<file path="src/rtl/abl_seq_pkg.sv">
// abl_pkg: shared encodings for the address-bus-low sequencer.
// Holds the mode codes, datapath op codes, high-byte adjust codes and FSM states.
package abl_pkg;
    typedef enum logic [2:0] {
        M_ZP, M_ZPX, M_ABS, M_ABSX, M_BRANCH, M_PULL, M_RESTORE, M_RSVD
    } mode_e;
    typedef enum logic [1:0] {S_IDLE, S_T1, S_T2, S_FIX} state_e;
    // op[3:2] picks the base (zero/PCL/AHL/DB-if-cond), op[1:0] picks the sum form
    localparam logic [3:0] OP_NEXT   = 4'b0011;
    localparam logic [3:0] OP_DB     = 4'b1110;
    localparam logic [3:0] OP_DBREG  = 4'b1101;
    localparam logic [3:0] OP_AHL    = 4'b1010;
    localparam logic [3:0] OP_AHLREG = 4'b1001;
    localparam logic [3:0] OP_BRANCH = 4'b1111;
    localparam logic [3:0] OP_PULL   = 4'b0000;
    localparam logic [3:0] OP_PCL    = 4'b0110;
    localparam logic [1:0] ADJ_NONE  = 2'b00;
    localparam logic [1:0] ADJ_INC   = 2'b01;
    localparam logic [1:0] ADJ_DEC   = 2'b11;
endpackage

</file>
<file path="src/rtl/abl_seq_if.sv">
// abl_seq_if: microcode request and ABL/ABH datapath signals of the sequencer.
// slave: the sequencer (takes rdy/start/mode/fix_always/seq/taken/DB/CO,
//        drives op/CI/cond/ld_ahl/ld_pc/inc_pc/abh_adj/busy/done).
// master: the surrounding decoder/datapath, the opposite directions.
interface abl_seq_if;
    logic       rdy;
    logic       start;
    logic [2:0] mode;
    logic       fix_always;
    logic       seq;
    logic       taken;
    logic [7:0] DB;
    logic       CO;
    logic [3:0] op;
    logic       CI;
    logic       cond;
    logic       ld_ahl;
    logic       ld_pc;
    logic       inc_pc;
    logic [1:0] abh_adj;
    logic       busy;
    logic       done;
    modport slave (
        input  rdy, start, mode, fix_always, seq, taken, DB, CO,
        output op, CI, cond, ld_ahl, ld_pc, inc_pc, abh_adj, busy, done
    );
    modport master (
        output rdy, start, mode, fix_always, seq, taken, DB, CO,
        input  op, CI, cond, ld_ahl, ld_pc, inc_pc, abh_adj, busy, done
    );
endinterface

</file>
<file path="src/rtl/abl_seq_decode.sv">
// abl_seq_decode: combinational datapath-control decode for the ABL sequencer.
// Inputs: state, latched mode/fix_q/co_q/sign_q, live seq/taken/co/db7.
// Outputs: op, ci, cond, ld_ahl, ld_pc, inc_pc, abh_adj, busy, done.
module abl_seq_decode
    import abl_pkg::*;
(
    input  state_e     state,
    input  mode_e      mode,
    input  logic       fix_q,
    input  logic       co_q,
    input  logic       sign_q,
    input  logic       seq,
    input  logic       taken,
    input  logic       co,
    input  logic       db7,
    output logic [3:0] op,
    output logic       ci,
    output logic       cond,
    output logic       ld_ahl,
    output logic       ld_pc,
    output logic       inc_pc,
    output logic [1:0] abh_adj,
    output logic       busy,
    output logic       done
);
    always_comb begin
        op      = OP_NEXT;
        ci      = 1'b0;
        cond    = 1'b0;
        ld_ahl  = 1'b0;
        ld_pc   = 1'b0;
        inc_pc  = 1'b0;
        abh_adj = ADJ_NONE;
        busy    = state != S_IDLE;
        done    = 1'b0;
        case (state)
            S_IDLE: begin
                ci     = seq;
                ld_pc  = seq;
                inc_pc = seq;
            end
            S_T1: case (mode)
                M_ZP, M_ZPX: begin
                    op     = mode == M_ZP ? OP_DB : OP_DBREG;
                    cond   = 1'b1;
                    ld_pc  = 1'b1;
                    inc_pc = 1'b1;
                    done   = 1'b1;
                end
                M_ABS, M_ABSX: begin
                    ci     = 1'b1;
                    ld_ahl = 1'b1;
                    ld_pc  = 1'b1;
                    inc_pc = 1'b1;
                end
                M_BRANCH: begin
                    op     = OP_BRANCH;
                    cond   = taken;
                    ci     = 1'b1;
                    ld_pc  = 1'b1;
                    inc_pc = 1'b1;
                    // a page is crossed when the carry disagrees with the offset sign
                    done   = !taken || (co == db7);
                end
                M_PULL: begin
                    op   = OP_PULL;
                    ci   = 1'b1;
                    done = 1'b1;
                end
                default: begin
                    op   = OP_PCL;
                    done = 1'b1;
                end
            endcase
            S_T2: begin
                op     = mode == M_ABSX ? OP_AHLREG : OP_AHL;
                ld_pc  = 1'b1;
                inc_pc = 1'b1;
                done   = mode != M_ABSX || !(co || fix_q);
            end
            S_FIX: begin
                done    = 1'b1;
                // branch FIX is only entered with co_q != sign_q
                abh_adj = mode == M_BRANCH
                        ? (co_q && !sign_q ? ADJ_INC : sign_q && !co_q ? ADJ_DEC : ADJ_NONE)
                        : (co_q ? ADJ_INC : ADJ_NONE);
            end
            default: ;
        endcase
    end
endmodule

</file>
<file path="src/rtl/abl_seq.sv">
// abl_seq: addressing-mode sequencer driving the ABL datapath cycle by cycle.
// Ports: clk, rst_n (async active-low), b (abl_seq_if.slave: request, datapath
// controls, CO/DB feedback, busy/done status).
module abl_seq
    import abl_pkg::*;
(
    input  logic      clk,
    input  logic      rst_n,
    abl_seq_if.slave  b
);
    state_e state, state_n;
    mode_e  mode_q;
    logic   fix_q, co_q, sign_q;
    always_ff @(posedge clk or negedge rst_n) begin
        if (!rst_n) begin
            state  <= S_IDLE;
            mode_q <= M_ZP;
            fix_q  <= 1'b0;
            co_q   <= 1'b0;
            sign_q <= 1'b0;
        end else if (b.rdy) begin
            state <= state_n;
            if (state == S_IDLE && b.start) begin
                mode_q <= mode_e'(b.mode);
                fix_q  <= b.fix_always;
            end
            if (state == S_T1 && mode_q == M_BRANCH && b.taken) begin
                sign_q <= b.DB[7];
                co_q   <= b.CO;
            end
            if (state == S_T2 && mode_q == M_ABSX)
                co_q <= b.CO;
        end
    end
    always_comb begin
        state_n = S_IDLE;
        case (state)
            S_IDLE: state_n = b.start ? S_T1 : S_IDLE;
            S_T1: state_n = (mode_q == M_ABS || mode_q == M_ABSX) ? S_T2
                          : (mode_q == M_BRANCH && b.taken && b.CO != b.DB[7]) ? S_FIX : S_IDLE;
            S_T2: state_n = (mode_q == M_ABSX && (b.CO || fix_q)) ? S_FIX : S_IDLE;
            default: state_n = S_IDLE;
        endcase
    end
    abl_seq_decode u_decode (
        .state   (state),
        .mode    (mode_q),
        .fix_q   (fix_q),
        .co_q    (co_q),
        .sign_q  (sign_q),
        .seq     (b.seq),
        .taken   (b.taken),
        .co      (b.CO),
        .db7     (b.DB[7]),
        .op      (b.op),
        .ci      (b.CI),
        .cond    (b.cond),
        .ld_ahl  (b.ld_ahl),
        .ld_pc   (b.ld_pc),
        .inc_pc  (b.inc_pc),
        .abh_adj (b.abh_adj),
        .busy    (b.busy),
        .done    (b.done)
    );
endmodule
</file>
<file path="src/flat_wrapper.sv">
// flat-port wrapper written by rule: the top's interface ports become plain ports
module abl_seq_flat import abl_pkg::*;
  (clk, rst_n, b_rdy, b_start, b_mode, b_fix_always, b_seq, b_taken, b_DB, b_CO, b_op, b_CI, b_cond, b_ld_ahl, b_ld_pc, b_inc_pc, b_abh_adj, b_busy, b_done);
  abl_seq_if b_i ();
  input  logic clk;
  input  logic rst_n;
  input wire logic [$bits(b_i.rdy)-1:0] b_rdy;
  input wire logic [$bits(b_i.start)-1:0] b_start;
  input wire logic [$bits(b_i.mode)-1:0] b_mode;
  input wire logic [$bits(b_i.fix_always)-1:0] b_fix_always;
  input wire logic [$bits(b_i.seq)-1:0] b_seq;
  input wire logic [$bits(b_i.taken)-1:0] b_taken;
  input wire logic [$bits(b_i.DB)-1:0] b_DB;
  input wire logic [$bits(b_i.CO)-1:0] b_CO;
  output wire logic [$bits(b_i.op)-1:0] b_op;
  output wire logic [$bits(b_i.CI)-1:0] b_CI;
  output wire logic [$bits(b_i.cond)-1:0] b_cond;
  output wire logic [$bits(b_i.ld_ahl)-1:0] b_ld_ahl;
  output wire logic [$bits(b_i.ld_pc)-1:0] b_ld_pc;
  output wire logic [$bits(b_i.inc_pc)-1:0] b_inc_pc;
  output wire logic [$bits(b_i.abh_adj)-1:0] b_abh_adj;
  output wire logic [$bits(b_i.busy)-1:0] b_busy;
  output wire logic [$bits(b_i.done)-1:0] b_done;
  assign b_i.rdy = b_rdy;
  assign b_i.start = b_start;
  assign b_i.mode = b_mode;
  assign b_i.fix_always = b_fix_always;
  assign b_i.seq = b_seq;
  assign b_i.taken = b_taken;
  assign b_i.DB = b_DB;
  assign b_i.CO = b_CO;
  assign b_op = b_i.op;
  assign b_CI = b_i.CI;
  assign b_cond = b_i.cond;
  assign b_ld_ahl = b_i.ld_ahl;
  assign b_ld_pc = b_i.ld_pc;
  assign b_inc_pc = b_i.inc_pc;
  assign b_abh_adj = b_i.abh_adj;
  assign b_busy = b_i.busy;
  assign b_done = b_i.done;
  abl_seq u_core (.clk(clk), .rst_n(rst_n), .b(b_i));
endmodule
</file>
<file path="config.mk">
export PLATFORM = sky130hd
export DESIGN_NAME = abl_seq_flat
export DESIGN_NICKNAME = d
export VERILOG_FILES = /design/src/rtl/abl_seq_pkg.sv /design/src/rtl/abl_seq_if.sv /design/src/rtl/abl_seq_decode.sv /design/src/rtl/abl_seq.sv /design/src/flat_wrapper.sv
export SDC_FILE = /design/constraint.sdc
export NUM_CORES = 1
export LEC_CHECK = 0
export BUFFER_PORTS_ARGS = -buffer_cell sky130_fd_sc_hd__buf_4
export CORE_MARGIN = 5
export CORE_UTILIZATION = 45
export CTS_CLUSTER_DIAMETER = 150
export DETAILED_ROUTE_END_ITERATION = 6
export PLACE_DENSITY = 0.76
export SLEW_MARGIN = 40
export SYNTH_ARGS = -nofsm -noshare
export SYNTH_HDL_FRONTEND = slang
export SYNTH_SLANG_ARGS = --single-unit
export TNS_END_PERCENT = 10
</file>
<file path="constraint.sdc">
create_clock -name clk -period 2.2 [get_ports clk]
set_clock_uncertainty 0.2 [all_clocks]
set_input_delay 0.44 -clock clk [delete_from_list [all_inputs] [get_ports clk]]
set_output_delay 0.44 -clock clk [all_outputs]
set_load 0.02 [all_outputs]
</file>
Word-level counts from Yosys, hierarchy flattened
Cells that the tools add are included.
{"block": "word_totals", "out_inout_bits": 13, "reg_bits": 8, "in_bits": 19, "elab_cells": 70}
{"block": "op_classes", "n_mux": 26, "reduce_logical": 28, "n_eq_ne": 11}
{"operator": "$mux W2", "count": 9}
{"operator": "$pmux W4 S4", "count": 1}
{"operator": "$logic_and A1 B1 Y1", "count": 9}
{"operator": "$mux W1", "count": 9}
{"operator": "$pmux W4 S2", "count": 1}
{"operator": "$eq A3 B2 Y1 const B", "count": 2}
{"operator": "$eq A3 B3 Y1 const B", "count": 2}
{"operator": "$pmux W1 S2", "count": 3}
{"operator": "$pmux W1 S3", "count": 2}
{"operator": "$pmux W2 S3", "count": 1}
{"operator": "$reduce_and A2 Y1", "count": 3}
{"operator": "$reduce_or A5 Y1", "count": 1}
{"operator": "$eq A2 B2 Y1 const B", "count": 2}
{"operator": "$logic_not A1 Y1", "count": 4}
{"operator": "$logic_or A1 B1 Y1", "count": 4}
{"operator": "$reduce_bool A2 Y1", "count": 2}
{"operator": "$reduce_or A2 Y1", "count": 2}
{"operator": "$reduce_or A4 Y1", "count": 1}
{"operator": "$eq A3 B1 Y1 const B", "count": 1}
{"operator": "$logic_not A3 Y1", "count": 1}
{"operator": "$ne A3 B2 Y1 const B", "count": 1}
{"operator": "$eq A2 B1 Y1 const B", "count": 1}
{"operator": "$logic_not A2 Y1", "count": 1}
{"operator": "$eq A1 B1 Y1", "count": 1}
{"operator": "$ne A1 B1 Y1", "count": 1}

Longest topological paths before layout
{"block": "logic_depth", "ltp_word": 6, "mapped_depth": 6, "ltp_nobuf": 5}

Modules after synthesis
Synthesis repeated with hierarchy kept, for this count alone.
{"block": "hier_totals", "cells_unflattened": 82, "area_unflattened_um2": 772.0}
{"mod": "abl_seq", "cells_each": 35, "area_each_um2": 415.4, "instances": 1, "seq_area_each_um2": 200.2}
{"mod": "abl_seq_decode", "cells_each": 47, "area_each_um2": 356.6, "instances": 1, "seq_area_each_um2": 0.0}

Worst setup path after synthesis
OpenSTA, ideal clock, no wires.
{"block": "synth_timing", "kind": "reg-to-output", "start": "reg u_core.state[1]", "end": "out b_ld_pc", "setup_slack_ps": -45, "stages_incl_launch_ff": 7, "arrival_time_ps": 1605, "n_path_buf": 2, "required_ps": 1560, "cell_sequence": "dfrtp_1 -> inv_1 -> ha_1 -> clkbuf_1 -> o31ai_1 -> a21oi_1 -> buf_4"}
{"block": "synth_via", "elab_chain_len": 2, "word_cells_on_any_way": 4, "classes_between": "eq/ne: 2; mux: 1; reduce/logical: 1"}
{"item": "start: declaration", "line": "abl_seq.sv:11", "text": "state_e state, state_n;"}
{"item": "start signal: assignment", "line": "abl_seq.sv:22", "text": "state <= state_n;"}
{"item": "$eq A2 B2 Y1, or another cell as far along"}
{"item": "$pmux W1 S3 *"}
{"item": "end: declaration", "line": "flat_wrapper.sv:19", "text": "output wire logic [$bits(b_i.ld_pc)-1:0] b_ld_pc;"}
Every way passes the cells marked *; elsewhere a longest branch is shown, timed or not.

Worst setup path after layout
{"block": "layout_timing", "start": "reg u_core.mode_q[2]", "end": "out b_done"}
{"block": "layout_via", "elab_chain_len": 4, "word_cells_on_any_way": 8, "classes_between": "eq/ne: 4; mux: 2; reduce/logical: 2"}
{"item": "start: declaration", "line": "abl_seq.sv:12", "text": "mode_e mode_q;"}
{"item": "start signal: assignment", "line": "abl_seq.sv:24", "text": "mode_q <= mode_e'(b.mode);"}
{"item": "$eq A3 B2 Y1", "line": "abl_seq_decode.sv:42", "text": "S_T1: case (mode)"}
{"item": "$reduce_or A2 Y1", "line": "abl_seq_decode.sv:42"}
{"item": "$pmux W1 S2", "line": "abl_seq_decode.sv:42"}
{"item": "$pmux W1 S3 *", "line": "abl_seq_decode.sv:36", "text": "case (state)"}
{"item": "end: declaration", "line": "flat_wrapper.sv:23", "text": "output wire logic [$bits(b_i.done)-1:0] b_done;"}
Marks and branches as above.

==> results by group <==
Die
  • Die width: between 50 and 60 µm
  • Initial core utilization: 45.84%
  • Full die area: between 2000 and 3000 µm²
  • Ports: 32
  • Core Footprint: 1670 µm²
  • Die Ht: 51.25 µm
  • Row Count: 15

Clocking
  • Worst-Skew Late Latency: 0.25 ns
  • H-tree Lvls: 1
  • Clock root buffer: clkbuf_4
  • Cts bufs inserted: 3
  • Number of buffers on the longest clock path: 2
  • Clk sinks: 8
  • CTS tree: built
  • Worst-path clk slew: 0.05 ns

STA
  • Max-slew violation count: 0
  • # setup viols final: 1
  • RSZ-0062 raised after global routing: yes
  • Endpoints failing hold: 0
  • FMAX: 0.4430 GHz
  • Tmin final: 2.257 ns
  • Final WS setup: -0.05734 ns
  • Worst-Margin Slew: 0.2604 ns
  • Period utilization: 102.6%
  • Hold WS: ~0.22 ns
  • Relative slew slack: 82.49%

Global routing
  • First-pass GRT wire length: ~3100 µm
  • Total GRT Usage: between 10% and 20%
  • Global route total overflow: 0
  • Antenna violations before repair: 0
  • Largest net degree at the start of global routing: 9
  • Number of global-route vias before repair: 719

Setup path
  • Arrival time at the worst endpoint: 1.62 ns
  • RR Endpoint: u_core.co_q$_DFFE_PN0P_
  • Worst R2R Start: u_core.state[0]$_DFFE_PN0P_
  • Cells on worst reg2reg path: 5
  • Required @ worst endpoint: 1.56 ns
  • Slowest-stage cell, CP: dfrtp_2
  • R2R setup slack: 0.43 ns
  • Most used cell, CP: inv_1
  • Slowest Stage Delay on Critical Path: just over 0.4 ns
  • Setup crit start kind: flip-flop
  • Critical-path cell list: inv_1 -> ha_2 -> inv_1 -> o221ai_1 -> a31oi_1 -> buf_4
  • Setup CP Type: reg -> out
  • Crit path max fanout: 4
  • Type of element capturing the critical path: output pin

Power and ir drop
  • Tot Pwr: 1042 µW
  • Peak supply drop: about 540 µV
  • Cell Pwr Density: 924.6 nW/µm²
  • Leakage: approximately 0.00053 µW

Run status
  • Status: finished with violations
  • Failing checks: negative setup slack

Drt
  • Vias per cell: slightly below 6
  • DRC Markers: 0
  • Final wirelength: 1993 µm
  • Avg WL per Cell: 15.21 µm
  • DR pass1 iterations: 4
  • Vias: 757
  • Drt initial violations: 6
  • Final ANT Viol Nets: 0

Finish
  • Final net count: 143
  • Commonest non-fill, non-tap cell in the layout: buf_4
  • Number of diodes: 0
  • Final Cell Area: around 1100 µm²
  • Most frequent cells in the layout: buf_4, inv_1
  • Non-Filler Instances: between 100 and 150
  • Share of cells above drive strength 1: 53.51%
  • Area growth, synth to finish: 47.22%

Synth
  • Ys flop type: dfrtp_1
  • Avg Cell Area, Syn: 9.693 µm²
  • Synth Cell Area: 765.7 µm²
  • Synth cell types: 38
  • Synth Instances: 79
  • Number of synthesized register bits: 8
  • Post-synth ARST share: 100.0%
  • Seq/Total Area, Yosys: a little over a quarter
  • Post-synth EDFFs: 0
  • Syn nets: 106
  • Synth warnings: 0

Placement
  • Placed wire-length estimate: around 1400 µm
  • Dpl cell area: 969.7 µm²
  • Gpl congestion: 0.8380
  • Placed insts: 119
  • PortBufs: 24

Job
  • Max cap viols: 0

Worst hold path
  • Sink of the worst hold path: u_core.fix_q$_DFFE_PN0P_
  • Hold Startpoint: b_fix_always
  • Worst hold path type: in -> reg
  • Hold Path Depth: 2
## metrics by stage
| step | setup WS [ns] | setup TNS [ns] | util, % |
|---|---|---|---|
| floorplan | 0.09612 | 0 | - |
| CTS | -0.003035 | -0.003106 | 64.79 |
| global placement | 0.1608 | 0 | 58.05 |
| detailed placement | 0.1041 | 0 | 58.05 |
| finish | -0.05734 | -0.05734 | 67.49 |
| global route | -0.1439 | -0.5203 | 67.49 |
## Yosys cell counts, types with 2 or more instances
cell type	instances	area share, %
nand2_1	2	0.98
o21a_1	4	3.9
and2_1	2	1.6
inv_1	8	3.9
ha_1	8	13
nor2_1	3	1.5
mux2i_1	2	2.6
a21oi_1	5	3.3
mux2_2	4	5.9
dfrtp_1	8	26
o31ai_1	2	2.0
nand3_1	2	1.3
nor2b_1	4	3.3
## final cells by class
type	count	area, µm²
clock buffers	3	22.52
fillers	147	543.0
inverters	8	30.03
multi-input cells	60	568.0
flip-flops and latches	8	205.2
well taps	17	21.27
repair buffers	35	280.3
## worst max-delay path, delay by kind of cell, from the launching register on
kind                     cells  cell delay [ns]
flip-flops                   1             0.41
AO/OA/AOI/OAI                2             0.38
buffers and inverters        3             0.35
adder cells (fa/ha/maj)      1             0.22
## flip-flops by register name (all words and copies together), names as in the netlist
name,flops
u_core.co_q,1
u_core.state,2
u_core.sign_q,1
u_core.fix_q,1
u_core.mode_q,3
## routing by layer
metal / track usage [%] / vias up / wire length (µm)
li1: - / 362 / -
met1: 18.31 / 353 / 845
met2: 28.11 / 34 / 979
met3: 1.749 / 8 / 125
met4: 8.734 / 0 / 42
met5: 0 / - / 0
## how the worst max path moves through the flow
stage,startpoint,to,depth (start not counted)
6_report,u_core.mode_q[2]$_DFFE_PN0P_,b_done,6
5_1_grt,u_core.mode_q[2]$_DFFE_PN0P_,b_done,6
4_1_cts,u_core.mode_q[1]$_DFFE_PN0P_,b_done,5
3_5_place_dp,u_core.mode_q[2]$_DFFE_PN0P_,b_done,4
3_3_place_gp,u_core.state[1]$_DFFE_PN0P_,b_op[3],6
2_1_floorplan,u_core.state[1]$_DFFE_PN0P_,b_ld_pc,6
## cell families after synthesis
logic type / share of synthesized area, %
and+or+nand+nor: 19.45
DFF: 26.14
adders and majority gates: 13.07
xor gates and xnor gates: 2.288
AOI/OAI and AO/OA: 21.08
buffers and inverters: 6.045
muxes: 11.93
## power breakdown
group | switching [µW] | total (µW) | internal [µW]
Sequential | 57.2 | 258 | 201
Clock | 46.3 | 108 | 62.2
Combinational | 331 | 676 | 345
Total | 435 | 1040 | 607
## timing repair
action,CTS,global route
hold buffers,1,0
hold endpoints to repair,8,0
buffers inserted,6,2
resized for setup,12,7
pin swaps,2,1
endpoints found under the setup margin,8,8
Power figures use the tool's default switching activity.
